[config.mk]
export PLATFORM = sky130hd
export DESIGN_NAME = sprite_renderer_flat
export DESIGN_NICKNAME = d
export VERILOG_FILES = /design/src/rtl/sprite_renderer_pkg.sv /design/src/rtl/sprite_renderer_if.sv /design/src/rtl/sprite_renderer_square_scanner.sv /design/src/rtl/sprite_renderer.sv /design/src/flat_wrapper.sv
export SDC_FILE = /design/constraint.sdc
export NUM_CORES = 1
export LEC_CHECK = 0
export ABC_AREA = 1
export BUFFER_PORTS_ARGS = -buffer_cell sky130_fd_sc_hd__buf_2
export CAP_MARGIN = 25
export CORE_MARGIN = 1
export CORE_UTILIZATION = 35
export CTS_BUF_LIST = sky130_fd_sc_hd__clkbuf_8
export DETAILED_ROUTE_END_ITERATION = 12
export PLACE_DENSITY_LB_ADDON = 0.25
export SLEW_MARGIN = 20
export SYNTH_ARGS = -nofsm -noshare
export SYNTH_HDL_FRONTEND = slang
export SYNTH_SLANG_ARGS = --single-unit
[constraint.sdc]
create_clock -name clk -period 5.3 [get_ports clk]
set_input_delay 1.06 -clock clk [delete_from_list [all_inputs] [get_ports clk]]
set_output_delay 1.06 -clock clk [all_outputs]
set_load 0.05 [all_outputs]
[src/rtl/sprite_renderer_pkg.sv]
// Shared constants, state and sprite-select encodings for the sprite renderer.
package sprite_renderer_pkg;

  localparam int unsigned SCREEN_W = 160;
  localparam int unsigned SCREEN_H = 120;
  localparam int unsigned PLAYER_W = 3;

  localparam logic [2:0] BG_COLOUR     = 3'b000;
  localparam logic [2:0] PLAYER_COLOUR = 3'b010;
  localparam logic [2:0] ENEMY_COLOUR  = 3'b100;
  localparam logic [2:0] BULLET_COLOUR = 3'b111;

  typedef enum logic [2:0] {
    ST_IDLE,
    ST_SNAP,
    ST_ERASE,
    ST_DRAW,
    ST_CLEAR
  } state_t;

  typedef enum logic [1:0] {
    SEL_PLAYER = 2'd0,
    SEL_ENEMY  = 2'd1,
    SEL_BULLET = 2'd2
  } sprite_sel_t;

  function automatic logic [2:0] sprite_colour(input sprite_sel_t sel);
    logic [2:0] c;
    c = PLAYER_COLOUR;
    case (sel)
      SEL_ENEMY:  c = ENEMY_COLOUR;
      SEL_BULLET: c = BULLET_COLOUR;
      default:    c = PLAYER_COLOUR;
    endcase
    return c;
  endfunction

endpackage

[src/rtl/sprite_renderer_if.sv]
// Sprite controller inputs and VGA adapter write port of the renderer.
interface sprite_renderer_if;
  logic       clear_req;
  logic       player_move;
  logic [7:0] player_x;
  logic [6:0] player_y;
  logic       enemy_move;
  logic [7:0] enemy_x;
  logic [6:0] enemy_y;
  logic [2:0] enemy_width;
  logic       bullet_move;
  logic [7:0] bullet_x;
  logic [6:0] bullet_y;
  logic [7:0] vga_x;
  logic [6:0] vga_y;
  logic [2:0] vga_colour;
  logic       vga_plot;
  logic       busy;
  logic       clear_done;

  modport master (
    output clear_req, player_move, player_x, player_y,
           enemy_move, enemy_x, enemy_y, enemy_width,
           bullet_move, bullet_x, bullet_y,
    input  vga_x, vga_y, vga_colour, vga_plot, busy, clear_done
  );

  modport slave (
    input  clear_req, player_move, player_x, player_y,
           enemy_move, enemy_x, enemy_y, enemy_width,
           bullet_move, bullet_x, bullet_y,
    output vga_x, vga_y, vga_colour, vga_plot, busy, clear_done
  );
endinterface

[src/rtl/sprite_renderer_square_scanner.sv]
// Row-major pixel walker over a square (or the whole screen in full mode).
// Coordinates and plot are registered: start loads the origin pixel on the
// same edge, each advance steps to the next pixel, last flags the final one.
module square_scanner
  import sprite_renderer_pkg::*;
(
  input  logic       clk,
  input  logic       reset,
  input  logic       start,
  input  logic       advance,
  input  logic       full,
  input  logic [7:0] org_x,
  input  logic [6:0] org_y,
  input  logic [2:0] side,
  output logic [7:0] pix_x,
  output logic [6:0] pix_y,
  output logic       plot,
  output logic       last
);

  logic [8:0] cur_x, nxt_x, base_x;
  logic [7:0] cur_y, nxt_y;
  logic [7:0] dx, w_r;
  logic [6:0] dy, h_r;
  logic       row_end;

  assign row_end = (dx == w_r - 8'd1);
  assign last    = row_end && (dy == h_r - 7'd1);
  assign pix_x   = cur_x[7:0];
  assign pix_y   = cur_y[6:0];

  // Next pixel coordinate, 9/8-bit wide so off-screen pixels never wrap
  always_comb begin
    nxt_x = cur_x;
    nxt_y = cur_y;
    if (start) begin
      nxt_x = full ? '0 : {1'b0, org_x};
      nxt_y = full ? '0 : {1'b0, org_y};
    end else if (advance) begin
      if (row_end) begin
        nxt_x = base_x;
        nxt_y = cur_y + 8'd1;
      end else begin
        nxt_x = cur_x + 9'd1;
      end
    end
  end

  // Walker state and registered pixel output
  always_ff @(posedge clk) begin
    if (reset) begin
      cur_x  <= '0;
      cur_y  <= '0;
      base_x <= '0;
      dx     <= '0;
      dy     <= '0;
      w_r    <= 8'd1;
      h_r    <= 7'd1;
      plot   <= 1'b0;
    end else begin
      cur_x <= nxt_x;
      cur_y <= nxt_y;
      plot  <= (start || advance) && (nxt_x < 9'(SCREEN_W)) && (nxt_y < 8'(SCREEN_H));
      if (start) begin
        dx     <= '0;
        dy     <= '0;
        base_x <= full ? '0 : {1'b0, org_x};
        w_r    <= full ? 8'(SCREEN_W) : {5'b0, side};
        h_r    <= full ? 7'(SCREEN_H) : {4'b0, side};
      end else if (advance) begin
        if (row_end) begin
          dx <= '0;
          dy <= dy + 7'd1;
        end else begin
          dx <= dx + 8'd1;
        end
      end
    end
  end

endmodule

[src/rtl/sprite_renderer.sv]
// Erases and redraws player/enemy/bullet squares and clears the screen,
// one registered pixel per clock, on the VGA adapter write port.
module sprite_renderer
  import sprite_renderer_pkg::*;
(
  input  logic               clk,
  input  logic               reset,
  sprite_renderer_if.slave   bus
);

  state_t      state, state_n;
  sprite_sel_t sel, sel_n;
  logic [2:0]  colour_r, colour_n;

  logic       pend_clear;
  logic [2:0] pend, drawn, snap_mask, move_vec;
  logic [7:0] old_x [3];
  logic [6:0] old_y [3];
  logic [2:0] old_w [3];
  logic [7:0] new_x;
  logic [6:0] new_y;
  logic [2:0] new_w;
  logic       clear_done_r;

  logic [7:0] in_x;
  logic [6:0] in_y;
  logic [2:0] in_w;

  logic       sc_start, sc_adv, sc_full, sc_plot, sc_last;
  logic [7:0] sc_x, sc_px;
  logic [6:0] sc_y, sc_py;
  logic [2:0] sc_w;

  logic       snap_take, finish, clear_fin, take_clear;
  logic [7:0] fin_x;
  logic [6:0] fin_y;
  logic [2:0] fin_w;

  square_scanner u_scan (
    .clk     (clk),
    .reset   (reset),
    .start   (sc_start),
    .advance (sc_adv),
    .full    (sc_full),
    .org_x   (sc_x),
    .org_y   (sc_y),
    .side    (sc_w),
    .pix_x   (sc_px),
    .pix_y   (sc_py),
    .plot    (sc_plot),
    .last    (sc_last)
  );

  assign bus.vga_x      = sc_px;
  assign bus.vga_y      = sc_py;
  assign bus.vga_plot   = sc_plot;
  assign bus.vga_colour = colour_r;
  assign bus.busy       = (state != ST_IDLE);
  assign bus.clear_done = clear_done_r;

  assign move_vec  = {bus.bullet_move, bus.enemy_move, bus.player_move};
  assign snap_mask = snap_take ? (3'b001 << sel) : 3'b000;

  // Live position/width of the selected sprite
  always_comb begin
    in_x = bus.player_x;
    in_y = bus.player_y;
    in_w = 3'(PLAYER_W);
    case (sel)
      SEL_ENEMY: begin
        in_x = bus.enemy_x;
        in_y = bus.enemy_y;
        in_w = bus.enemy_width;
      end
      SEL_BULLET: begin
        in_x = bus.bullet_x;
        in_y = bus.bullet_y;
        in_w = 3'd1;
      end
      default: ;
    endcase
  end

  // Next state, scanner control and colour of the next emitted pixel.
  // The state names the phase of the pixel currently on the output, so phase
  // changes restart the scanner on the edge that retires the last pixel.
  always_comb begin
    state_n    = state;
    sel_n      = sel;
    colour_n   = colour_r;
    sc_start   = 1'b0;
    sc_adv     = 1'b0;
    sc_full    = 1'b0;
    sc_x       = new_x;
    sc_y       = new_y;
    sc_w       = new_w;
    snap_take  = 1'b0;
    finish     = 1'b0;
    clear_fin  = 1'b0;
    take_clear = 1'b0;
    fin_x      = new_x;
    fin_y      = new_y;
    fin_w      = new_w;
    unique case (state)
      ST_IDLE: begin
        if (pend_clear) begin
          take_clear = 1'b1;
          sc_start   = 1'b1;
          sc_full    = 1'b1;
          colour_n   = BG_COLOUR;
          state_n    = ST_CLEAR;
        end else if (pend[0]) begin
          sel_n   = SEL_PLAYER;
          state_n = ST_SNAP;
        end else if (pend[1]) begin
          sel_n   = SEL_ENEMY;
          state_n = ST_SNAP;
        end else if (pend[2]) begin
          sel_n   = SEL_BULLET;
          state_n = ST_SNAP;
        end
      end
      ST_SNAP: begin
        snap_take = 1'b1;
        if (drawn[sel] && (old_w[sel] != '0)) begin
          sc_start = 1'b1;
          sc_x     = old_x[sel];
          sc_y     = old_y[sel];
          sc_w     = old_w[sel];
          colour_n = BG_COLOUR;
          state_n  = ST_ERASE;
        end else if (in_w != '0) begin
          sc_start = 1'b1;
          sc_x     = in_x;
          sc_y     = in_y;
          sc_w     = in_w;
          colour_n = sprite_colour(sel);
          state_n  = ST_DRAW;
        end else begin
          // zero-width sprite with nothing to erase: record it and return
          finish  = 1'b1;
          fin_x   = in_x;
          fin_y   = in_y;
          fin_w   = in_w;
          state_n = ST_IDLE;
        end
      end
      ST_ERASE: begin
        if (!sc_last) begin
          sc_adv = 1'b1;
        end else if (new_w != '0) begin
          sc_start = 1'b1;
          colour_n = sprite_colour(sel);
          state_n  = ST_DRAW;
        end else begin
          finish  = 1'b1;
          state_n = ST_IDLE;
        end
      end
      ST_DRAW: begin
        if (!sc_last) begin
          sc_adv = 1'b1;
        end else begin
          finish  = 1'b1;
          state_n = ST_IDLE;
        end
      end
      ST_CLEAR: begin
        if (!sc_last) begin
          sc_adv = 1'b1;
        end else begin
          clear_fin = 1'b1;
          state_n   = ST_IDLE;
        end
      end
      default: state_n = ST_IDLE;
    endcase
  end

  // FSM state, selected sprite and output colour registers
  always_ff @(posedge clk) begin
    if (reset) begin
      state    <= ST_IDLE;
      sel      <= SEL_PLAYER;
      colour_r <= '0;
    end else begin
      state    <= state_n;
      sel      <= sel_n;
      colour_r <= colour_n;
    end
  end

  // Pending flags: new pulses win over the clear of the sprite being serviced
  always_ff @(posedge clk) begin
    if (reset) begin
      pend_clear   <= 1'b0;
      pend         <= '0;
      clear_done_r <= 1'b0;
    end else begin
      pend_clear   <= (pend_clear & ~take_clear) | bus.clear_req;
      pend         <= (pend & ~snap_mask) | move_vec | {3{clear_fin}};
      clear_done_r <= clear_fin;
    end
  end

  // Working (new) square, last-drawn square per sprite and drawn flags
  always_ff @(posedge clk) begin
    if (reset) begin
      new_x <= '0;
      new_y <= '0;
      new_w <= '0;
      drawn <= '0;
      for (int unsigned i = 0; i < 3; i++) begin
        old_x[i] <= '0;
        old_y[i] <= '0;
        old_w[i] <= '0;
      end
    end else begin
      if (snap_take) begin
        new_x <= in_x;
        new_y <= in_y;
        new_w <= in_w;
      end
      if (finish) begin
        old_x[sel] <= fin_x;
        old_y[sel] <= fin_y;
        old_w[sel] <= fin_w;
        drawn[sel] <= 1'b1;
      end
      if (clear_fin) begin
        drawn <= '0;
      end
    end
  end

endmodule

[src/flat_wrapper.sv]
// flat-port wrapper written by rule: the top's interface ports become plain ports
module sprite_renderer_flat import sprite_renderer_pkg::*;
  (clk, reset, bus_clear_req, bus_player_move, bus_player_x, bus_player_y, bus_enemy_move, bus_enemy_x, bus_enemy_y, bus_enemy_width, bus_bullet_move, bus_bullet_x, bus_bullet_y, bus_vga_x, bus_vga_y, bus_vga_colour, bus_vga_plot, bus_busy, bus_clear_done);
  sprite_renderer_if bus_i ();
  input  logic clk;
  input  logic reset;
  input wire logic [$bits(bus_i.clear_req)-1:0] bus_clear_req;
  input wire logic [$bits(bus_i.player_move)-1:0] bus_player_move;
  input wire logic [$bits(bus_i.player_x)-1:0] bus_player_x;
  input wire logic [$bits(bus_i.player_y)-1:0] bus_player_y;
  input wire logic [$bits(bus_i.enemy_move)-1:0] bus_enemy_move;
  input wire logic [$bits(bus_i.enemy_x)-1:0] bus_enemy_x;
  input wire logic [$bits(bus_i.enemy_y)-1:0] bus_enemy_y;
  input wire logic [$bits(bus_i.enemy_width)-1:0] bus_enemy_width;
  input wire logic [$bits(bus_i.bullet_move)-1:0] bus_bullet_move;
  input wire logic [$bits(bus_i.bullet_x)-1:0] bus_bullet_x;
  input wire logic [$bits(bus_i.bullet_y)-1:0] bus_bullet_y;
  output wire logic [$bits(bus_i.vga_x)-1:0] bus_vga_x;
  output wire logic [$bits(bus_i.vga_y)-1:0] bus_vga_y;
  output wire logic [$bits(bus_i.vga_colour)-1:0] bus_vga_colour;
  output wire logic [$bits(bus_i.vga_plot)-1:0] bus_vga_plot;
  output wire logic [$bits(bus_i.busy)-1:0] bus_busy;
  output wire logic [$bits(bus_i.clear_done)-1:0] bus_clear_done;
  assign bus_i.clear_req = bus_clear_req;
  assign bus_i.player_move = bus_player_move;
  assign bus_i.player_x = bus_player_x;
  assign bus_i.player_y = bus_player_y;
  assign bus_i.enemy_move = bus_enemy_move;
  assign bus_i.enemy_x = bus_enemy_x;
  assign bus_i.enemy_y = bus_enemy_y;
  assign bus_i.enemy_width = bus_enemy_width;
  assign bus_i.bullet_move = bus_bullet_move;
  assign bus_i.bullet_x = bus_bullet_x;
  assign bus_i.bullet_y = bus_bullet_y;
  assign bus_vga_x = bus_i.vga_x;
  assign bus_vga_y = bus_i.vga_y;
  assign bus_vga_colour = bus_i.vga_colour;
  assign bus_vga_plot = bus_i.vga_plot;
  assign bus_busy = bus_i.busy;
  assign bus_clear_done = bus_i.clear_done;
  sprite_renderer u_core (.clk(clk), .reset(reset), .bus(bus_i));
endmodule
# Word level (Yosys, flattened, before mapping)
# Memories as Yosys holds them, arrays and structs flattened. A register that Yosys moved wholly into a read port is not among the register bits.
# Index checks and enable logic that the tools add are counted.
[word_totals]
out_inout_bits = 21
mem_bits_ro = 0
mem_count = 3
word_cells = 173
mem_bits_rw = 54
latch_bits = 0
in_bits = 54
regBits = 91
[op_classes]
n_addsub = 6
reduce_logical = 24
div = 0
mul = 0
mux = 94
order_cmp = 4
bitwise_logic = 9
n_shift = 1
n_eq_ne = 14
[memory_table]
columns = ["memory", "depth", "word_bits", "rd", "rd_ports_with_merged_regs", "write_ports", "line", "rtl"]
rows = [
  ["u_core.old_x", 3, 8, 1, 1, 3, "sprite_renderer.sv:17", "logic [7:0] old_x [3];"],
  ["u_core.old_y", 3, 7, 1, 1, 3, "sprite_renderer.sv:18", "logic [6:0] old_y [3];"],
  ["u_core.old_w", 3, 3, 1, 1, 3, "sprite_renderer.sv:19", "logic [2:0] old_w [3];"],
]
[ops]
columns = ["operator", "n"]
rows = [
  ["$mux W8", 13],
  ["$mux W7", 9],
  ["$mux W3", 20],
  ["$mux W2", 14],
  ["$mux W9", 3],
  ["$mux W1", 25],
  ["$reduce_bool A3 Y1", 6],
  ["$add A8 B1 Y8 const B", 2],
  ["$pmux W8 S2", 1],
  ["$pmux W7 S2", 1],
  ["$pmux W3 S2", 2],
  ["$pmux W3 S4", 1],
  ["$add A9 B1 Y9 const B", 1],
  ["$lt A9 B8 Y1 const B", 1],
  ["$or A3 B3 Y3", 3],
  ["$pmux W3 S3", 1],
  ["$eq A8 B8 Y1", 1],
  ["$lt A8 B7 Y1 const B", 1],
  ["$ne A2 B1 Y1 const B", 4],
  ["$reduce_or A8 Y1", 1],
  ["$sub A8 B1 Y8 const B", 1],
  ["$add A7 B1 Y7 const B", 1],
  ["$eq A7 B7 Y1", 1],
  ["$reduce_or A7 Y1", 1],
  ["other kinds (27)", 38],
]

# Longest topological paths before layout
[logic_depth]
depth_word = 11
mapped_depth = 21

# Cells and area by module
# A second synthesis with hierarchy kept.
[unflattened]
cells_unflattened = 1117
hier_area_um2 = 8548.2
[modules_own_cells]
columns = ["module", "n_inst", "area_per_inst_um2", "cells_per_inst"]
rows = [
  ["sprite_renderer", 1, 5619.1, 692],
  ["square_scanner", 1, 2929.1, 425],
]

# Least setup slack after synthesis
# Ideal clock, no wire load.
[synth_path]
path_type = "register to register"
startpoint = "reg u_core.u_scan.h_r[0]"
endpoint = "mem u_core.old_w[0][0] (enable)"
setup_time_ns = 0.418
arrival_ns = 3.398
t_required_ns = 4.882
synth_period_minus_slack_ns = 3.816
path_stages_with_launch = 13
setup_slack_ns = 1.484
path_cell_list = "dfxtp_1 -> inv_2 -> ha_1 -> ha_1 -> buf_2 -> nand2_1 -> and2_1 -> nand2_1 -> nor2_2 -> nand3_4 -> o31ai_4 -> nand3_4 -> o21ai_0"
[synth_lines]
columns = ["element", "line", "rtl"]
rows = [
  ["start: declaration", "sprite_renderer_square_scanner.sv:24", "logic [6:0] dy, h_r;"],
  ["start signal: assignment", "sprite_renderer_square_scanner.sv:69", "h_r <= full ? 7'(SCREEN_H) : {4'b0, side};"],
  ["end: declaration", "sprite_renderer.sv:19", ""],
]

==> impl_metrics.ini <==
[outcome]
status = finished clean

[setup_path]
required_ns = 5.40
regToRegStartpoint = u_core.sel[0]
cp-start-kind = flip-flop
ff2ff_setup_slack_ns = 1.33
critPathArrivalTime_ns = 4.07
setup.worst_path.start = u_core.sel[0]
critPathKind = flip-flop to flip-flop
worstPathMaxFanout = 33
worst_setup_path_end_kind = flip-flop

[floorplan]
die-height_um = 158
row_count = 56
core-area_um2 = 23700
initial_utilization_pct = 36.0
die_w_um = 158
dieArea_um2 = 25000
pin_count = 75

[cts]
clk_pin_slew_ns = 0.09
cts_root_buffer = clkbuf_8
clock_path_buffers = 2
post_cts_resized = 0
numCtsBuffers = 17
clock_latency_ns = 0.47
cts.sinks = 153
post-cts-setup-buffers = 0
hold_buffers = 0
h-tree-depth = 4
cts_tree = yes

[timing]
setup_viol = 0
slew_headroom_pct = 32.7
fmax_mhz = 252
min_period_over_period_pct = 74.8
slew_violations = 0
tightest_slew_ns = 1.01
finalSetupTns_ns = 0
worst_slack_ns = 1.33
finalHoldViolCount = 0
rsz0062_at_grt = false
period_minus_slack_ns = 3.97
finClkSkew_ns = 0.0161

[route]
drc_errors = 0
dr_wl_met2_um = 11700
top_layer = met4
drt-initial-drc-count = 564
antenna_left = 0
routedWlPerCell_um = 16.0
wl_met1_um = 10900
routed_wl_um = 24200
vias = 7542
dr.pass1.iters = 5
via_per_inst = 5.00
wl_met3_um = 1040

[synth]
post_synth.cell_area_avg_um2 = 7.50
synth_nets = 1205
syn_area_um2 = 8530
syn_inst = 1138
ys_top_cells_by_count = nand2_1, nor2_1, inv_1
yosysWarnings = 0
post-synth-top-count-cell = nand2_1
synthTopCellsByArea = edfxtp_1, dfxtp_1, nand2_1
synthArstFlopShare_pct = 0
ys_types = 52
synth-seq-cells = 153
synth_edf_count = 72
yosysSeqAreaShare_pct = 44.4
synth_top_area_share_pct = 25.3
yosys.area.top_type = edfxtp_1
synthFlopType = dfxtp_1

[final_layout]
utilization_pct = 39.7
synthToLayoutAreaGrowth_pct = 10.3
antenna-diode-count = 0
final_cells = 1508
drive_gt1_share_pct = 14.0
nets = 1243
finalInstanceArea_um2 = 9410

[run]
drv_cap = 0

[placed_design]
dp_slack_ns = 1.37
place_area_um2 = 9000
port_buffers = 74
gp_congestion = 0.888
dp.cells = 1476
dpl.hpwl_um = 17700

[pwr]
p_leak_nw = 3.96
cellPowerDensity_nw_per_um2 = 478
peakVddDrop_uv = 227

[worst_hold_path]
worstHoldStart = u_core.u_scan.base_x[3]
min_path_type = flip-flop to flip-flop

[global_route]
grt_usage_pct = 20.2
grt_pass1_wl_um = 37700
grt_overflow_total = 0
first_global_vias = 6943
grt_max_degree = 40
antenna_found_initial = 0
cell usage in the layout (no fill, tap or decap), drive strengths merged, types with 11 or more instances in the layout:
master / n
nand2: 302
clkbuf: 17
nor2: 175
dfxtp: 81
ha: 13
xor2: 11
edfxtp: 72
nand3: 82
inv: 113
a21oi: 66
buf: 80
o21ai: 96
layout make-up:
class	count	area, um2
multi-input cells	820	4020
repair buffers	80	415
clock inverters	15	164
flip-flops and latches	153	3780
fillers	2567	14300
inverters	104	393
well taps	319	399
clock buffers	17	234
critical path, stage by stage (launching register included):
cell	delay [ns]
dfxtp_1	0.45
inv_1	0.13
ha_1	0.90
nand3_1	0.35
nor3_2	0.30
nand3_4	0.26
o31ai_4	0.14
nand3_4	0.20
nor2_4	0.17
inv_1	0.06
nand2_1	0.61
final timing paths:
kind / end / cells past startpoint
worst max register to register: u_core.old_x[1][6] / 10
worst max-delay path: u_core.old_x[1][6] / 10
worst min-delay path: u_core.u_scan.base_x[3] / 2
worst min register to register: u_core.u_scan.base_x[3] / 2
layer usage:
layer	up-vias	global-route usage, %
li1	3806	-
met1	3516	26.2
met2	185	33.9
met3	35	3.34
met4	0	6.46
met5	-	0
registers in the layout (all words and copies together), names as in the netlist, 2 cells and up, named ones only:
name / flops
u_core.old_x: 32
u_core.old_y: 28
u_core.old_w: 12
u_core.u_scan.cur_x: 9
u_core.new_x: 8
u_core.u_scan.base_x: 8
u_core.u_scan.cur_y: 8
u_core.u_scan.dx: 8
u_core.new_y: 7
u_core.u_scan.dy: 7
u_core.u_scan.h_r: 4
u_core.bus.vga_colour: 3
u_core.drawn: 3
u_core.new_w: 3
u_core.pend: 3
u_core.state: 3
u_core.sel: 2
per-stage QoR:
step	power, mW	hold WS [ns]
2_1_floorplan	3.09	0.422
3_3_place_gp	3.57	0.444
3_5_place_dp	3.59	0.445
4_1_cts	4.50	0.459
5_1_grt	4.82	0.493
6_report	4.50	0.464
cells by family after synthesis:
logic type | share of synthesized area (%)
AO/OA/AOI/OAI | 13.2
buffers and inverters | 8.68
AND/OR/NAND/NOR | 30.1
XOR/XNOR | 1.75
adder cells (fa/ha/maj) | 1.91
flip-flops | 44.4
report_power, final:
| part | total, mW | switching (mW) | internal (mW) |
|---|---|---|---|
| Clock | 0.930 | 0.499 | 0.431 |
| Combinational | 2.04 | 1.47 | 0.567 |
| Sequential | 1.53 | 0.134 | 1.40 |
Power figures use the tool's default switching activity.
